==> config.mk <==
export PLATFORM = sky130hd
export DESIGN_NAME = nv_ram_fifo_ctrl_80x14
export DESIGN_NICKNAME = d
export VERILOG_FILES = /design/src/rtl/nv_ram_fifo_ctrl_80x14.sv
export SDC_FILE = /design/constraint.sdc
export NUM_CORES = 1
export LEC_CHECK = 0
export ABC_AREA = 1
export ABC_CLOCK_PERIOD_IN_PS = 11300
export CORE_MARGIN = 2
export CORE_UTILIZATION = 49
export CTS_CLUSTER_SIZE = 8
export DETAILED_ROUTE_END_ITERATION = 16
export HOLD_SLACK_MARGIN = 0.08
export PLACE_DENSITY = 0.8
export SYNTH_ARGS = -nofsm -noshare
export SYNTH_HDL_FRONTEND = slang
export SYNTH_SLANG_ARGS = --single-unit
==> constraint.sdc <==
create_clock -name nvdla_core_clk -period 11.3 [get_ports nvdla_core_clk]
set_clock_uncertainty 0.05 [all_clocks]
set_input_delay 1.13 -clock nvdla_core_clk [delete_from_list [all_inputs] [get_ports nvdla_core_clk]]
set_output_delay 1.13 -clock nvdla_core_clk [all_outputs]
set_load 0.03 [all_outputs]
==> src/rtl/nv_ram_fifo_ctrl_80x14.sv <==
// rtl/nv_ram_fifo_ctrl_80x14.sv - FIFO controller for one 80x14 dual-port RAM bank with 2-entry output skid buffer
// Optional FIFO_RD_BYPASS_EN: an empty FIFO forwards a push straight into the output register.
module nv_ram_fifo_ctrl_80x14 #(
  parameter int DEPTH = 80,
  parameter int WIDTH = 14,
  parameter int AW    = 7
) (
  input  logic             nvdla_core_clk,
  input  logic             nvdla_core_rst,
  input  logic             wr_pvld,
  output logic             wr_prdy,
  input  logic [WIDTH-1:0] wr_pd,
  output logic             rd_pvld,
  input  logic             rd_prdy,
  output logic [WIDTH-1:0] rd_pd,
  output logic             ram_we,
  output logic [AW-1:0]    ram_wa,
  output logic [WIDTH-1:0] ram_wd,
  output logic             ram_re,
  output logic [AW-1:0]    ram_ra,
  input  logic [WIDTH-1:0] ram_rd,
  output logic [6:0]       fifo_count
);

  localparam logic [6:0]    DEPTH_C = 7'(DEPTH);
  localparam logic [AW-1:0] LAST_C  = AW'(DEPTH - 1);

  logic [AW-1:0]    r_wr_ptr;
  logic [AW-1:0]    r_rd_ptr;
  logic [6:0]       r_ram_cnt;
  logic             r_inflight;
  logic             r_out_vld;
  logic [WIDTH-1:0] r_out_pd;
  logic             r_skid_vld;
  logic [WIDTH-1:0] r_skid_pd;
  logic [6:0]       r_fifo_count;

  logic             w_push_fire;
  logic             w_pop_fire;
  logic             w_bypass;
  logic             w_ram_we;
  logic             w_issue;
  logic [1:0]       w_occ;
  logic [6:0]       w_ram_cnt_nxt;
  logic             w_out_vld_nxt;
  logic [WIDTH-1:0] w_out_pd_nxt;
  logic             w_skid_vld_nxt;
  logic [WIDTH-1:0] w_skid_pd_nxt;
  logic [6:0]       w_fifo_count_nxt;

  assign wr_prdy     = (r_ram_cnt < DEPTH_C);
  assign w_push_fire = wr_pvld & wr_prdy;
  assign w_pop_fire  = r_out_vld & rd_prdy;
  assign w_occ       = {1'b0, r_out_vld} + {1'b0, r_skid_vld} + {1'b0, r_inflight};

`ifdef FIFO_RD_BYPASS_EN
  assign w_bypass = w_push_fire && (r_ram_cnt == 7'd0) && !r_inflight && !r_skid_vld &&
                    (!r_out_vld || w_pop_fire);
`else
  assign w_bypass = 1'b0;
`endif

  // Committed entries only: a word written this edge is not readable until next cycle.
  assign w_issue  = (r_ram_cnt != 7'd0) && ((w_occ - {1'b0, w_pop_fire}) < 2'd2);
  assign w_ram_we = w_push_fire & ~w_bypass;

  assign ram_we = w_ram_we;
  assign ram_wa = r_wr_ptr;
  assign ram_wd = wr_pd;
  assign ram_re = w_issue;
  assign ram_ra = r_rd_ptr;

  assign rd_pvld    = r_out_vld;
  assign rd_pd      = r_out_pd;
  assign fifo_count = r_fifo_count;

  always_comb begin
    w_out_vld_nxt  = r_out_vld;
    w_out_pd_nxt   = r_out_pd;
    w_skid_vld_nxt = r_skid_vld;
    w_skid_pd_nxt  = r_skid_pd;
    if (w_pop_fire && r_skid_vld) begin
      w_out_vld_nxt = 1'b1;
      w_out_pd_nxt  = r_skid_pd;
      if (r_inflight) begin
        w_skid_pd_nxt = ram_rd;
      end else begin
        w_skid_vld_nxt = 1'b0;
      end
    end else begin
      if (w_pop_fire) begin
        w_out_vld_nxt = 1'b0;
      end
      // Occupancy is capped at two, so a returning word always has a free slot.
      if (r_inflight) begin
        if (!r_out_vld || w_pop_fire) begin
          w_out_vld_nxt = 1'b1;
          w_out_pd_nxt  = ram_rd;
        end else begin
          w_skid_vld_nxt = 1'b1;
          w_skid_pd_nxt  = ram_rd;
        end
      end else if (w_bypass) begin
        w_out_vld_nxt = 1'b1;
        w_out_pd_nxt  = wr_pd;
      end
    end
  end

  assign w_ram_cnt_nxt    = r_ram_cnt + {6'd0, w_ram_we} - {6'd0, w_issue};
  assign w_fifo_count_nxt = w_ram_cnt_nxt + {6'd0, w_out_vld_nxt} +
                            {6'd0, w_skid_vld_nxt} + {6'd0, w_issue};

  always_ff @(posedge nvdla_core_clk or posedge nvdla_core_rst) begin
    if (nvdla_core_rst) begin
      r_wr_ptr     <= '0;
      r_rd_ptr     <= '0;
      r_ram_cnt    <= '0;
      r_inflight   <= 1'b0;
      r_out_vld    <= 1'b0;
      r_out_pd     <= '0;
      r_skid_vld   <= 1'b0;
      r_skid_pd    <= '0;
      r_fifo_count <= '0;
    end else begin
      if (w_ram_we) begin
        r_wr_ptr <= (r_wr_ptr == LAST_C) ? '0 : r_wr_ptr + AW'(1);
      end
      if (w_issue) begin
        r_rd_ptr <= (r_rd_ptr == LAST_C) ? '0 : r_rd_ptr + AW'(1);
      end
      r_ram_cnt    <= w_ram_cnt_nxt;
      r_inflight   <= w_issue;
      r_out_vld    <= w_out_vld_nxt;
      r_out_pd     <= w_out_pd_nxt;
      r_skid_vld   <= w_skid_vld_nxt;
      r_skid_pd    <= w_skid_pd_nxt;
      r_fifo_count <= w_fifo_count_nxt;
    end
  end

endmodule

== Yosys cells after proc, flatten, opt, wreduce, memory -nomap -nowiden ==
Index checks and enable logic that the tools add are counted.
Word-level totals
  bits in registers: 59
  input bits: 32
Operators by class
  add/subtract/negate cells: 10
  bitwise logic cells: 2
  reductions and logical operators: 9
  magnitude comparators: 2
  muxes and demuxes: 17
  equality and inequality tests: 3
Operators by type and width (number)
  $mux 14: 7
  $add 7x1->7: 4
  $add 7x1->7 const B: 2
  $eq 7x7->1 const B: 2
  $mux 7: 2
  $mux 1: 8
  $lt 7x7->1 const B: 1
  $reduce_bool 7->1: 1
  $sub 7x1->7: 1
  $reduce_and 2->1: 2
  $reduce_bool 2->1: 2
  $add 1x1->2: 1
  $add 2x1->2: 1
  $and 1x1->1: 2
  $logic_and 1x1->1: 2
  $lt 2x2->1 const B: 1
  $ne 2x2->1 const B: 1
  $sub 2x1->2: 1
  $logic_not 1->1: 1
  $logic_or 1x1->1: 1

== Logic depth before layout (Yosys ltp) ==
Gate-level depths: netlist of run 1.
  depth in word-level cells: 9
  mapped depth: 26
  depth with buffers taken out: 25

== Least setup slack after synthesis of run 1 ==
Ideal clock, no wire load.
  path kind: input-to-reg
  start: input rd_prdy
  end: register r_fifo_count[6] (netlist: fifo_count[6])
  slack: 6.804 ns
  required time: 11.134 ns
  library setup time: 0.116 ns
  path buffers: 0
  stages: 24
  arrival: 4.330 ns
  path through: nand2_2 -> inv_1 -> ha_1 -> inv_1 -> ha_1 -> a21oi_1 -> inv_1 -> nand2_1 -> nand3_1 -> or2_2 -> nand2_1 -> ha_1 -> xor2_1 -> inv_1 -> ha_1 -> ha_1 -> inv_1 -> fa_1 -> nor2_1 -> nand3_1 -> nor2_1 -> nand2_1 -> nand2_1 -> nand2_1
On the way
  longest elaborated chain between the ends: 8
  elaborated cells on any way between the ends: 17
  classes of those cells: add/sub: 5; order compare: 1; mux: 7; bitwise: 1; reduce/logical: 3
Ends and longest elaborated chain
  start, declared: RTL line 14  | input logic rd_prdy,
  $and 1x1->1: RTL line 53  | assign w_pop_fire = r_out_vld & rd_prdy;
  $sub 2x1->2: RTL line 64  | assign w_issue = (r_ram_cnt != 7'd0) && ((w_occ - {1'b0, w_pop_fire}) < 2'd2);
  $lt 2x2->1: RTL line 64
  $logic_and 1x1->1: RTL line 64
  $sub 7x1->7: RTL line 110  | assign w_ram_cnt_nxt = r_ram_cnt + {6'd0, w_ram_we} - {6'd0, w_issue};
  named net w_ram_cnt_nxt[0]: RTL line 44  | logic [6:0] w_ram_cnt_nxt;
  $add 7x1->7 (2 in a row): RTL line 111  | assign w_fifo_count_nxt = w_ram_cnt_nxt + {6'd0, w_out_vld_nxt} +
  $add 7x1->7: RTL line 112  | {6'd0, w_skid_vld_nxt} + {6'd0, w_issue};
  named net w_fifo_count_nxt[6]: RTL line 49  | logic [6:0] w_fifo_count_nxt;
  end signal, assigned: RTL line 138  | r_fifo_count <= w_fifo_count_nxt;
  end, declared: RTL line 36  | logic [6:0] r_fifo_count;
The timed path passes the listed nets, and every way through them passes these cells.
A chain may end at the register's enable or synchronous reset.

== Worst setup path after layout of run 1 ==
Same ends and word-level chain as after synthesis.

==> implementation parameters, run 1 <==
Parameter                              Value

Synthesis
  Cell types with the largest area share after synthesis    sky130_fd_sc_hd__dfrtp_1 46%, sky130_fd_sc_hd__nand2_1 11%, sky130_fd_sc_hd__inv_1 6.6%
  Top cell type's share of synthesized area    0.4560
  Mapped Nets    429
  Largest area contributor in the netlist    sky130_fd_sc_hd__dfrtp_1
  Proportion of synthesized chip area in sequential cells    0.4560
  Number of distinct library cells after synthesis    33
  Cell with the most instances after synthesis    sky130_fd_sc_hd__nand2_1
  FF+latch count, synth    59
  Post-synth design cell area    3238 um^2
  Avg Synthesized Cell Area    8.566 um^2
  Synthesis warning total    0
  Main flop type after synthesis    sky130_fd_sc_hd__dfrtp_1
  Leading cell types by count after synthesis    92 x sky130_fd_sc_hd__nand2_1, 59 x sky130_fd_sc_hd__dfrtp_1, 57 x sky130_fd_sc_hd__inv_1
  Post-synth ARST share    1.000
  Number of cells produced by synthesis    378
  Number of synthesized flops with an enable pin    0

Route
  Routed met3 length    306 um
  Final wirelength    6222 um
  1st-pass router iterations    4
  Drt first-iter violations    78
  Count of vias placed by the detailed router    2556
  M1 wire length    2803 um
  Top Metal Used    met4
  Post-route DRC violation count    0
  Ratio of routed vias to standard cells    5.041
  Wire length per cell    12.27 um
  Routed length on met2    3026 um
  Remaining antenna violation count    0

Cells and area
  Final net count    476
  Share of cells above drive strength 1    0.1023
  Count of placed standard cells in the final layout, fillers left out    507
  Inserted Diodes    0
  Synth-to-Final Area Change    22.18%

Worst setup path
  Kind of end point of the critical path    flip-flop
  Required time at the endpoint of the critical path    11.48 ns
  Worst Path Max Fanout    12
  Setup Crit Path Kind    in2reg
  Category of the worst setup path launch point    input pin
  Internal reg-to-reg setup slack    6.84 ns
  CP arrival    5.40 ns

Floorplanning
  Number of cell rows    29
  I/O pins    85
  Die extent in x    85.29 um
  Core area    6386 um^2
  Die area    7274 um^2
  Starting utilization of the core area    0.5071
  Vertical die dimension    85.29 um

Place
  Pre-CTS setup slack    5.720 ns
  Total instance count after detailed placement    491
  Number of buffers added on ports    56
  Last weighted congestion value of the routability-driven placer    0.8858
  Half-perimeter wire length of the detailed placement result    4514 um

STA
  Setup repair after global routing missed its margin    false
  Final period demand of the worst path    5.224 ns
  Final worst path period share    0.4623
  Total setup violations reported at the end of the flow    0
  Remaining max-slew budget at the tightest pin    0.5115
  Hold Violations, Final    0
  FMAX    191.4 MHz
  Pin slew with the least headroom to its limit    0.7328 ns
  Post-route setup slack    6.076 ns
  Max-slew violation total from the final report    0
  Final TNS setup    0 ns

Outcome
  Result of the run    completed

Clock network
  Number of buffers created by CTS    9
  Post-cts resize count    0
  Buffer cell driving the clock tree root    sky130_fd_sc_hd__clkbuf_8
  Clock-pin transition on the worst setup and hold timing paths    0.07 ns
  Insertion delay to the later sink of the worst-skew pair    0.33 ns
  Count of H-tree levels built during CTS    3
  # clock sinks    59
  Total setup buffers inserted after CTS    0
  Post-cts hold buffer count    0
  Clock tree from TritonCTS    built
  Maximum buffer depth of the clock tree    2

GRT
  Via count of the first global-routing pass    2590
  Total global routing track utilization    0.1920
  Wire length of the first global-routing pass    11160 um
  Number of antenna violations at the first check in global routing    0
  Maximum number of pins on one net before global-route repair    60
  Sum of overflow across all layers after global routing    0

Flow run
  Max-capacitance violation count    0

Hold path
  Type of the most critical hold path    reg2reg
-- flip-flops by register name, summed over array words and instances (netlist names) --
| name | flops |
|---|---|
| r_skid_pd | 14 |
| rd_pd | 14 |
| fifo_count | 7 |
| r_ram_cnt | 7 |
| ram_ra | 7 |
| ram_wa | 7 |
| r_inflight | 1 |
| r_skid_vld | 1 |
| rd_pvld | 1 |
-- metrics by stage --
step / hold slack (ns) / util / cell area (um^2)
after floorplan: 0.3996 / - / 3238
after global placement: 0.4080 / 0.5862 / 3744
after detailed placement: 0.4144 / 0.5862 / 3744
after CTS: 0.4326 / 0.6195 / 3956
after global routing: 0.4540 / 0.6195 / 3956
final: 0.4273 / 0.6195 / 3956
-- cell usage in the layout, fill, tap and decap left out --
cell type and count:
sky130_fd_sc_hd__dfrtp_1 59, sky130_fd_sc_hd__inv_1 56, sky130_fd_sc_hd__buf_4 1, sky130_fd_sc_hd__nand2_2 4, sky130_fd_sc_hd__ha_1 17, sky130_fd_sc_hd__xor2_1 9, sky130_fd_sc_hd__fa_1 2, sky130_fd_sc_hd__o21ai_1 21
sky130_fd_sc_hd__nand3_1 20, sky130_fd_sc_hd__inv_4 1, sky130_fd_sc_hd__o21bai_1 1, sky130_fd_sc_hd__inv_2 2, sky130_fd_sc_hd__nand3b_1 2, sky130_fd_sc_hd__xnor2_1 1, sky130_fd_sc_hd__clkinvlp_4 1, sky130_fd_sc_hd__nor2_8 1
sky130_fd_sc_hd__and3_1 1, sky130_fd_sc_hd__nor2_2 1, sky130_fd_sc_hd__nor3_1 4, sky130_fd_sc_hd__a21oi_1 10, sky130_fd_sc_hd__clkinv_2 2, sky130_fd_sc_hd__o21ai_0 10, sky130_fd_sc_hd__nand4_1 4, sky130_fd_sc_hd__o21ai_2 14
sky130_fd_sc_hd__nor2_1 17, sky130_fd_sc_hd__nand2_4 2, sky130_fd_sc_hd__a21oi_4 1, sky130_fd_sc_hd__and2_1 1, sky130_fd_sc_hd__or2_2 1, sky130_fd_sc_hd__o311ai_0 2, sky130_fd_sc_hd__clkdlybuf4s50_1 56, sky130_fd_sc_hd__bufinv_16 1
sky130_fd_sc_hd__nor3b_1 1, sky130_fd_sc_hd__nand2_1 92, sky130_fd_sc_hd__clkbuf_8 12
-- layer usage --
metal / track usage / up-vias
met5: 0 / -
met4: 0.08081 / 0
met3: 0.05156 / 12
met2: 0.3232 / 53
met1: 0.2325 / 1210
li1: - / 1281
-- area by class of cell --
cell class,instances,area [um^2]
tap,77,96.34
clock buffer,12,165.2
sequential,59,1476
inverter,59,224.0
clock inverter,4,47.55
timing repair buffer,57,568.0
multi-input combinational,239,1379
fill,518,2430
-- critical path, stage by stage --
cell	delay [ns]
sky130_fd_sc_hd__clkdlybuf4s50_1	0.41
sky130_fd_sc_hd__nand2_2	0.14
sky130_fd_sc_hd__inv_1	0.07
sky130_fd_sc_hd__ha_1	0.27
sky130_fd_sc_hd__inv_1	0.04
sky130_fd_sc_hd__ha_1	0.26
sky130_fd_sc_hd__a21oi_1	0.18
sky130_fd_sc_hd__inv_1	0.06
sky130_fd_sc_hd__nand2_1	0.05
sky130_fd_sc_hd__nand3_1	0.31
sky130_fd_sc_hd__or2_2	0.45
sky130_fd_sc_hd__nand2_1	0.08
sky130_fd_sc_hd__ha_1	0.26
sky130_fd_sc_hd__xor2_1	0.17
sky130_fd_sc_hd__inv_1	0.06
sky130_fd_sc_hd__ha_1	0.29
sky130_fd_sc_hd__ha_1	0.17
sky130_fd_sc_hd__inv_1	0.05
sky130_fd_sc_hd__fa_1	0.40
sky130_fd_sc_hd__nor2_1	0.12
sky130_fd_sc_hd__nand3_1	0.13
sky130_fd_sc_hd__nor2_1	0.15
sky130_fd_sc_hd__nand2_1	0.07
sky130_fd_sc_hd__nand2_1	0.05
sky130_fd_sc_hd__nand2_1	0.04
-- cells by family after synthesis --
logic type      count (synthesis)  synth area share
simple gates                  151            0.2067
xor+xnor                       10           0.02705
compound gates                 59            0.1140
fa+ha+maj                      19           0.07805
flops                          59            0.4560
buf+inv                        80            0.1182
-- path summary, 6_finish.rpt --
check | from | endpoint | cells after the start
max | rd_prdy | fifo_count[6] | 25
max in group asynchronous | nvdla_core_rst | fifo_count[5] | 3
max reg2reg | rd_pvld | fifo_count[6] | 24
min reg2reg | rd_pd[4] | rd_pd[4] | 2
min | rd_pd[4] | rd_pd[4] | 2
min in group asynchronous | nvdla_core_rst | rd_pd[3] | 3
Power of run 1 is not shown: default switching activity piles up to over one toggle a cycle in this logic, so the estimate is an artifact.
==> run 2, diff against run 1 <==
--- a/config.mk
+++ b/config.mk
@@ -6,13 +6,13 @@
 export NUM_CORES = 1
 export LEC_CHECK = 0
 export ABC_AREA = 1
-export ABC_CLOCK_PERIOD_IN_PS = 11300
+export ABC_CLOCK_PERIOD_IN_PS = 4500
 export CORE_MARGIN = 2
-export CORE_UTILIZATION = 49
+export CORE_UTILIZATION = 44
 export CTS_CLUSTER_SIZE = 8
 export DETAILED_ROUTE_END_ITERATION = 16
 export HOLD_SLACK_MARGIN = 0.08
-export PLACE_DENSITY = 0.8
+export PLACE_DENSITY = 0.76
 export SYNTH_ARGS = -nofsm -noshare
 export SYNTH_HDL_FRONTEND = slang
 export SYNTH_SLANG_ARGS = --single-unit
==> constraint.sdc (replaced) <==
create_clock -name nvdla_core_clk -period 4.5 [get_ports nvdla_core_clk]
set_clock_uncertainty 0.05 [all_clocks]
set_input_delay 0.45 -clock nvdla_core_clk [delete_from_list [all_inputs] [get_ports nvdla_core_clk]]
set_output_delay 0.45 -clock nvdla_core_clk [all_outputs]
set_load 0.03 [all_outputs]
==> implementation parameters, run 2 (synthesis results as in run 1) <==
Parameter                              Value

STA
  Final TNS setup    0 ns (unchanged)
  Total setup violations reported at the end of the flow    0 (unchanged)
  FMAX    249.1 MHz
  Remaining max-slew budget at the tightest pin    0.4509 (was 0.5115)
  Hold Violations, Final    0 (unchanged)
  Max-slew violation total from the final report    0 (unchanged)
  Setup repair after global routing missed its margin    false (unchanged)
  Final period demand of the worst path    4.014 ns
  Pin slew with the least headroom to its limit    0.8224 ns (was 0.7328 ns)
  Final worst path period share    0.8920

Worst setup path
  CP arrival    4.19 ns (was 5.40 ns)
  Setup Crit Path Kind    in2reg (unchanged)
  Kind of end point of the critical path    flip-flop (unchanged)
  Worst Path Max Fanout    3 (was 12)
  Required time at the endpoint of the critical path    4.68 ns (was 11.48 ns)
  Category of the worst setup path launch point    input pin (unchanged)

Route
  Wire length per cell    12.00 um (was 12.27 um)
  Ratio of routed vias to standard cells    4.748 (was 5.041)
  Drt first-iter violations    77 (was 78)
  Remaining antenna violation count    0 (unchanged)
  Count of vias placed by the detailed router    2521 (was 2556)
  1st-pass router iterations    4 (unchanged)
  Post-route DRC violation count    0 (unchanged)
  Final wirelength    6370 um (was 6222 um)

Floorplanning
  I/O pins    85 (unchanged)
  Number of cell rows    31 (was 29)
  Die area    8061 um^2 (was 7274 um^2)
  Vertical die dimension    89.79 um (was 85.29 um)
  Starting utilization of the core area    0.4513 (was 0.5071)
  Core area    7176 um^2 (was 6386 um^2)
  Die extent in x    89.79 um (was 85.29 um)

Hold path
  Type of the most critical hold path    reg2reg (unchanged)

Cells and area
  Inserted Diodes    0 (unchanged)
  Most common library cell in the layout ignoring fill and taps    sky130_fd_sc_hd__nand2_1 (unchanged)
  Count of placed standard cells in the final layout, fillers left out    531 (was 507)
  Most used cells in the layout excluding fill and tap cells    92 x sky130_fd_sc_hd__nand2_1, 59 x sky130_fd_sc_hd__dfrtp_1, 56 x sky130_fd_sc_hd__inv_1, 56 x sky130_fd_sc_hd__clkdlybuf4s50_1, 21 x sky130_fd_sc_hd__o21ai_1 (unchanged)
  Final net count    478 (was 476)
  Synth-to-Final Area Change    23.07% (was 22.18%)
  Share of cells above drive strength 1    0.1065 (was 0.1023)

GRT
  Met1 track demand over resource in global routing    0.1985 (was 0.2325)
  Met3 track demand over resource in global routing    0.04778 (was 0.05156)
  Grt peak-use layer    met2 (unchanged)
  Via count of the first global-routing pass    2437 (was 2590)
  Number of antenna violations at the first check in global routing    0 (unchanged)
  Total global routing track utilization    0.1687 (was 0.1920)
  Wire length of the first global-routing pass    10990 um (was 11160 um)
  Maximum number of pins on one net before global-route repair    40 (was 60)
  Routing usage on met2    0.2860 (was 0.3232)
  Sum of overflow across all layers after global routing    0 (unchanged)

Place
  Number of buffers added on ports    56 (unchanged)
  Half-perimeter wire length of the detailed placement result    4748 um (was 4514 um)
  Last weighted congestion value of the routability-driven placer    0.8967 (was 0.8858)
  Total instance count after detailed placement    515 (was 491)

Clock network
  Clock tree from TritonCTS    built (unchanged)
  Count of H-tree levels built during CTS    3 (unchanged)
  Clock-pin transition on the worst setup and hold timing paths    0.06 ns (was 0.07 ns)
  Post-cts resize count    0 (unchanged)
  Maximum buffer depth of the clock tree    2 (unchanged)
  Insertion delay to the later sink of the worst-skew pair    0.34 ns (was 0.33 ns)
  # clock sinks    59 (unchanged)
  Number of buffers created by CTS    9 (unchanged)
  Post-cts hold buffer count    0 (unchanged)
  Total setup buffers inserted after CTS    0 (unchanged)
  Buffer cell driving the clock tree root    sky130_fd_sc_hd__clkbuf_8 (unchanged)

Flow run
  Max-capacitance violation count    0 (unchanged)

Outcome
  Result of the run    completed (unchanged)
==> run 2: cell types whose count changed in the layout (fill, tap and decap cells not counted), sizes merged <==
cell | previous run | this run
bufinv | 1 | 0
clkinvlp | 1 | 2
clkinv | 2 | 1
buf | 1 | 3
clkbuf | 12 | 13
==> run 2: per-stage QoR <==
stage	cell area (um^2)	util	hold WS (ns)	setup slack (ns)
6_report	3985	0.5554	0.4287	0.4858
3_3_place_gp	3786	0.5276	0.4088	0.2213
4_1_cts	3985	0.5554	0.4325	0.4751
3_5_place_dp	3786	0.5276	0.4149	0.1120
2_1_floorplan	3238	-	0.3996	0.5433
5_1_grt	3985	0.5554	0.4510	0.1773
==> run 2: worst max-delay path, cell delays in order <==
cell	delay, ns
sky130_fd_sc_hd__clkdlybuf4s50_1	0.41
sky130_fd_sc_hd__nand2_2	0.07
sky130_fd_sc_hd__inv_1	0.05
sky130_fd_sc_hd__ha_1	0.26
sky130_fd_sc_hd__inv_1	0.04
sky130_fd_sc_hd__ha_1	0.26
sky130_fd_sc_hd__a21oi_1	0.17
sky130_fd_sc_hd__inv_1	0.05
sky130_fd_sc_hd__nand2_1	0.05
sky130_fd_sc_hd__nand3_1	0.07
sky130_fd_sc_hd__or2_2	0.32
sky130_fd_sc_hd__nand2_1	0.07
sky130_fd_sc_hd__ha_1	0.25
sky130_fd_sc_hd__xor2_1	0.17
sky130_fd_sc_hd__inv_1	0.06
sky130_fd_sc_hd__ha_1	0.27
sky130_fd_sc_hd__ha_1	0.16
sky130_fd_sc_hd__inv_1	0.05
sky130_fd_sc_hd__fa_1	0.39
sky130_fd_sc_hd__nor2_1	0.13
sky130_fd_sc_hd__nand3_1	0.12
sky130_fd_sc_hd__nor2_1	0.14
sky130_fd_sc_hd__nand2_1	0.06
sky130_fd_sc_hd__nand2_1	0.05
sky130_fd_sc_hd__nand2_1	0.05
==> run 2: final timing paths <==
path,from,endpoint,slack (ns),cells after the start
setup / recovery,rd_prdy,fifo_count[6],0.49,25
hold / removal,r_skid_pd[12],r_skid_pd[12],0.43,2
setup reg to reg,r_inflight,fifo_count[6],0.51,23
hold reg to reg,r_skid_pd[12],r_skid_pd[12],0.43,2
max in group asynchronous,nvdla_core_rst,r_skid_pd[3],3.07,3
min in group asynchronous,nvdla_core_rst,r_skid_pd[8],0.54,2
==> run 2: area by class of cell <==
class,instances,area [um^2]
inverters,59,224.0
repair buffers,59,583.1
multi-input cells,239,1379
fillers,652,3191
clock inverters,3,20.02
well taps,99,123.9
flip-flops and latches,59,1476
clock buffers,13,178.9
==> run 2: metal layers <==
| metal | wire [um] | share of wire |
|---|---|---|
| met1 | 2832 | 0.44 |
| met5 | 0 | 0 |
| met4 | 107 | 0.017 |
| met2 | 3118 | 0.49 |
| met3 | 311 | 0.049 |
Power of run 2 is left out for the same reason.
==> run 3, diff against run 2 <==
--- a/config.mk
+++ b/config.mk
@@ -6,13 +6,13 @@
 export NUM_CORES = 1
 export LEC_CHECK = 0
 export ABC_AREA = 1
-export ABC_CLOCK_PERIOD_IN_PS = 4500
+export ABC_CLOCK_PERIOD_IN_PS = 4900
 export CORE_MARGIN = 2
-export CORE_UTILIZATION = 44
+export CORE_UTILIZATION = 49
 export CTS_CLUSTER_SIZE = 8
 export DETAILED_ROUTE_END_ITERATION = 16
 export HOLD_SLACK_MARGIN = 0.08
-export PLACE_DENSITY = 0.76
+export PLACE_DENSITY = 0.8
 export SYNTH_ARGS = -nofsm -noshare
 export SYNTH_HDL_FRONTEND = slang
 export SYNTH_SLANG_ARGS = --single-unit
==> constraint.sdc (replaced) <==
create_clock -name nvdla_core_clk -period 4.9 [get_ports nvdla_core_clk]
set_clock_uncertainty 0.05 [all_clocks]
set_input_delay 0.49 -clock nvdla_core_clk [delete_from_list [all_inputs] [get_ports nvdla_core_clk]]
set_output_delay 0.49 -clock nvdla_core_clk [all_outputs]
set_load 0.03 [all_outputs]
==> implementation parameters, run 3 (synthesis results as in run 1) <==
Parameter                              Value

Outcome
  Result of the run    completed (unchanged)

Clock network
  Total setup buffers inserted after CTS    0 (unchanged)
  Buffer cell driving the clock tree root    sky130_fd_sc_hd__clkbuf_8 (unchanged)
  Clock-pin transition on the worst setup and hold timing paths    0.06 ns (about the same)
  Post-cts hold buffer count    0 (unchanged)
  Number of buffers created by CTS    9 (unchanged)
  Clock tree from TritonCTS    built (unchanged)
  Maximum buffer depth of the clock tree    2 (unchanged)
  Post-cts resize count    0 (unchanged)
  Insertion delay to the later sink of the worst-skew pair    0.33 ns (was 0.34 ns)
  Count of H-tree levels built during CTS    3 (unchanged)
  # clock sinks    59 (unchanged)

STA
  Max-slew violation total from the final report    0 (unchanged)
  Setup repair after global routing missed its margin    false (unchanged)
  Hold Violations, Final    0 (unchanged)
  FMAX    238.8 MHz
  Remaining max-slew budget at the tightest pin    0.6705 (was 0.4509)
  Final TNS setup    0 ns (unchanged)
  Pin slew with the least headroom to its limit    0.4943 ns (was 0.8224 ns)
  Final worst path period share    0.8548
  Total setup violations reported at the end of the flow    0 (unchanged)
  Final period demand of the worst path    4.188 ns

Route
  Drt first-iter violations    69 (was 77)
  Final wirelength    6315 um (was 6370 um)
  Wire length per cell    12.48 um (was 12.00 um)
  Remaining antenna violation count    0 (unchanged)
  Ratio of routed vias to standard cells    5.038 (was 4.748)
  1st-pass router iterations    4 (unchanged)
  Count of vias placed by the detailed router    2549 (was 2521)
  Post-route DRC violation count    0 (unchanged)

Floorplanning
  Number of cell rows    29 (was 31)
  Die extent in x    85.29 um (was 89.79 um)
  Core area    6386 um^2 (was 7176 um^2)
  I/O pins    85 (unchanged)
  Starting utilization of the core area    0.5071 (was 0.4513)
  Vertical die dimension    85.29 um (was 89.79 um)
  Die area    7274 um^2 (was 8061 um^2)

Worst setup path
  Buffers and inverters on the worst path    6 (unchanged)
  Setup Crit Path Kind    in2reg (unchanged)
  Cell family with the largest share of critical-path delay    adder cells (unchanged)
  Cell with the largest stage delay on the worst path    sky130_fd_sc_hd__clkdlybuf4s50_1 (unchanged)
  CP arrival    4.36 ns (was 4.19 ns)
  Category of the worst setup path launch point    input pin (unchanged)
  Required time at the endpoint of the critical path    5.07 ns (was 4.68 ns)
  Peak per-stage delay on the critical path    0.41 ns (about the same)
  Worst Path Max Fanout    3 (unchanged)
  Kind of end point of the critical path    flip-flop (unchanged)

Cells and area
  Most used cells in the layout excluding fill and tap cells    92 x sky130_fd_sc_hd__nand2_1, 59 x sky130_fd_sc_hd__dfrtp_1, 56 x sky130_fd_sc_hd__inv_1, 56 x sky130_fd_sc_hd__clkdlybuf4s50_1, 21 x sky130_fd_sc_hd__o21ai_1 (unchanged)
  Synth-to-Final Area Change    22.02% (was 23.07%)
  Most common library cell in the layout ignoring fill and taps    sky130_fd_sc_hd__nand2_1 (unchanged)
  Share of cells above drive strength 1    0.1002 (was 0.1065)
  Final net count    477 (was 478)
  Inserted Diodes    0 (unchanged)

GRT
  Sum of overflow across all layers after global routing    0 (unchanged)
  Met1 track demand over resource in global routing    0.2309 (was 0.1985)
  Wire length of the first global-routing pass    11300 um (was 10990 um)
  Routing usage on met2    0.3331 (was 0.2860)
  Maximum number of pins on one net before global-route repair    41 (was 40)
  Total global routing track utilization    0.1958 (was 0.1687)
  Via count of the first global-routing pass    2596 (was 2437)
  Met3 track demand over resource in global routing    0.04864 (was 0.04778)
  Grt peak-use layer    met2 (unchanged)
  Number of antenna violations at the first check in global routing    0 (unchanged)

Place
  Half-perimeter wire length of the detailed placement result    4671 um (was 4748 um)
  Last weighted congestion value of the routability-driven placer    0.8435 (was 0.8967)
  Number of buffers added on ports    56 (unchanged)

Hold path
  Type of the most critical hold path    in2async (was reg2reg)

Flow run
  Max-capacitance violation count    0 (unchanged)
run 3: cell count changes in the layout (fill, tap and decap cells not counted), sizes merged:
cell and delta:
buf -1, clkbuf -1, clkinvlp -2, bufinv +1
run 3: layout make-up:
| type | count | area, um^2 |
|---|---|---|
| well taps | 77 | 96.34 |
| flip-flops and latches | 59 | 1476 |
| repair buffers | 58 | 575.6 |
| fillers | 519 | 2435 |
| clock buffers | 12 | 165.2 |
| inverters | 59 | 224.0 |
| clock inverters | 2 | 35.03 |
| multi-input cells | 239 | 1379 |
run 3: worst reg2reg max path, stage by stage (launching register included):
cell                      delay, ns
sky130_fd_sc_hd__dfrtp_1       0.42
sky130_fd_sc_hd__nand2_2       0.16
sky130_fd_sc_hd__inv_1         0.07
sky130_fd_sc_hd__ha_1          0.27
sky130_fd_sc_hd__inv_1         0.04
sky130_fd_sc_hd__ha_1          0.26
sky130_fd_sc_hd__a21oi_1       0.17
sky130_fd_sc_hd__inv_1         0.06
sky130_fd_sc_hd__nand2_1       0.05
sky130_fd_sc_hd__nand3_1       0.08
sky130_fd_sc_hd__or2_2         0.32
sky130_fd_sc_hd__nand2_1       0.08
sky130_fd_sc_hd__ha_1          0.26
sky130_fd_sc_hd__xor2_1        0.16
sky130_fd_sc_hd__inv_1         0.05
sky130_fd_sc_hd__ha_1          0.28
sky130_fd_sc_hd__ha_1          0.17
sky130_fd_sc_hd__inv_1         0.05
sky130_fd_sc_hd__fa_1          0.40
sky130_fd_sc_hd__nor2_1        0.13
sky130_fd_sc_hd__nand3_1       0.12
sky130_fd_sc_hd__nor2_1        0.14
sky130_fd_sc_hd__nand2_1       0.06
sky130_fd_sc_hd__nand2_1       0.06
sky130_fd_sc_hd__nand2_1       0.05
run 3: path summary, 6_finish.rpt:
check	startpoint	to	slack, ns	cells past startpoint
setup / recovery	rd_prdy	fifo_count[6]	0.71	25
hold / removal	nvdla_core_rst	rd_pd[12]	0.43	2
setup reg to reg	rd_pvld	fifo_count[6]	0.84	24
hold reg to reg	rd_pd[7]	rd_pd[7]	0.43	2
max in group asynchronous	nvdla_core_rst	r_skid_vld	3.52	3
min in group nvdla_core_clk	rd_pd[7]	rd_pd[7]	0.43	2
run 3: per-stage QoR:
| stage | cell area [um^2] | std cells | utilization | hold slack [ns] | setup WS [ns] |
|---|---|---|---|---|---|
| global route | 3951 | 506 | 0.6187 | 0.4451 | 0.3406 |
| finish | 3951 | 506 | 0.6187 | 0.4257 | 0.7115 |
| CTS | 3951 | 506 | 0.6187 | 0.4326 | 0.6912 |
| global placement | 3751 | 492 | 0.5874 | 0.4088 | 0.4857 |
| detailed placement | 3751 | 492 | 0.5874 | 0.4154 | 0.3546 |
| floorplan | 3238 | 378 | - | 0.3996 | 0.9433 |
run 3: routing by layer:
layer	wire, um	vias to the layer above
li1	-	1277
met3	321	13
met5	0	-
met4	119	0
met1	2716	1205
met2	3157	54
Power of run 3 is left out for the same reason.
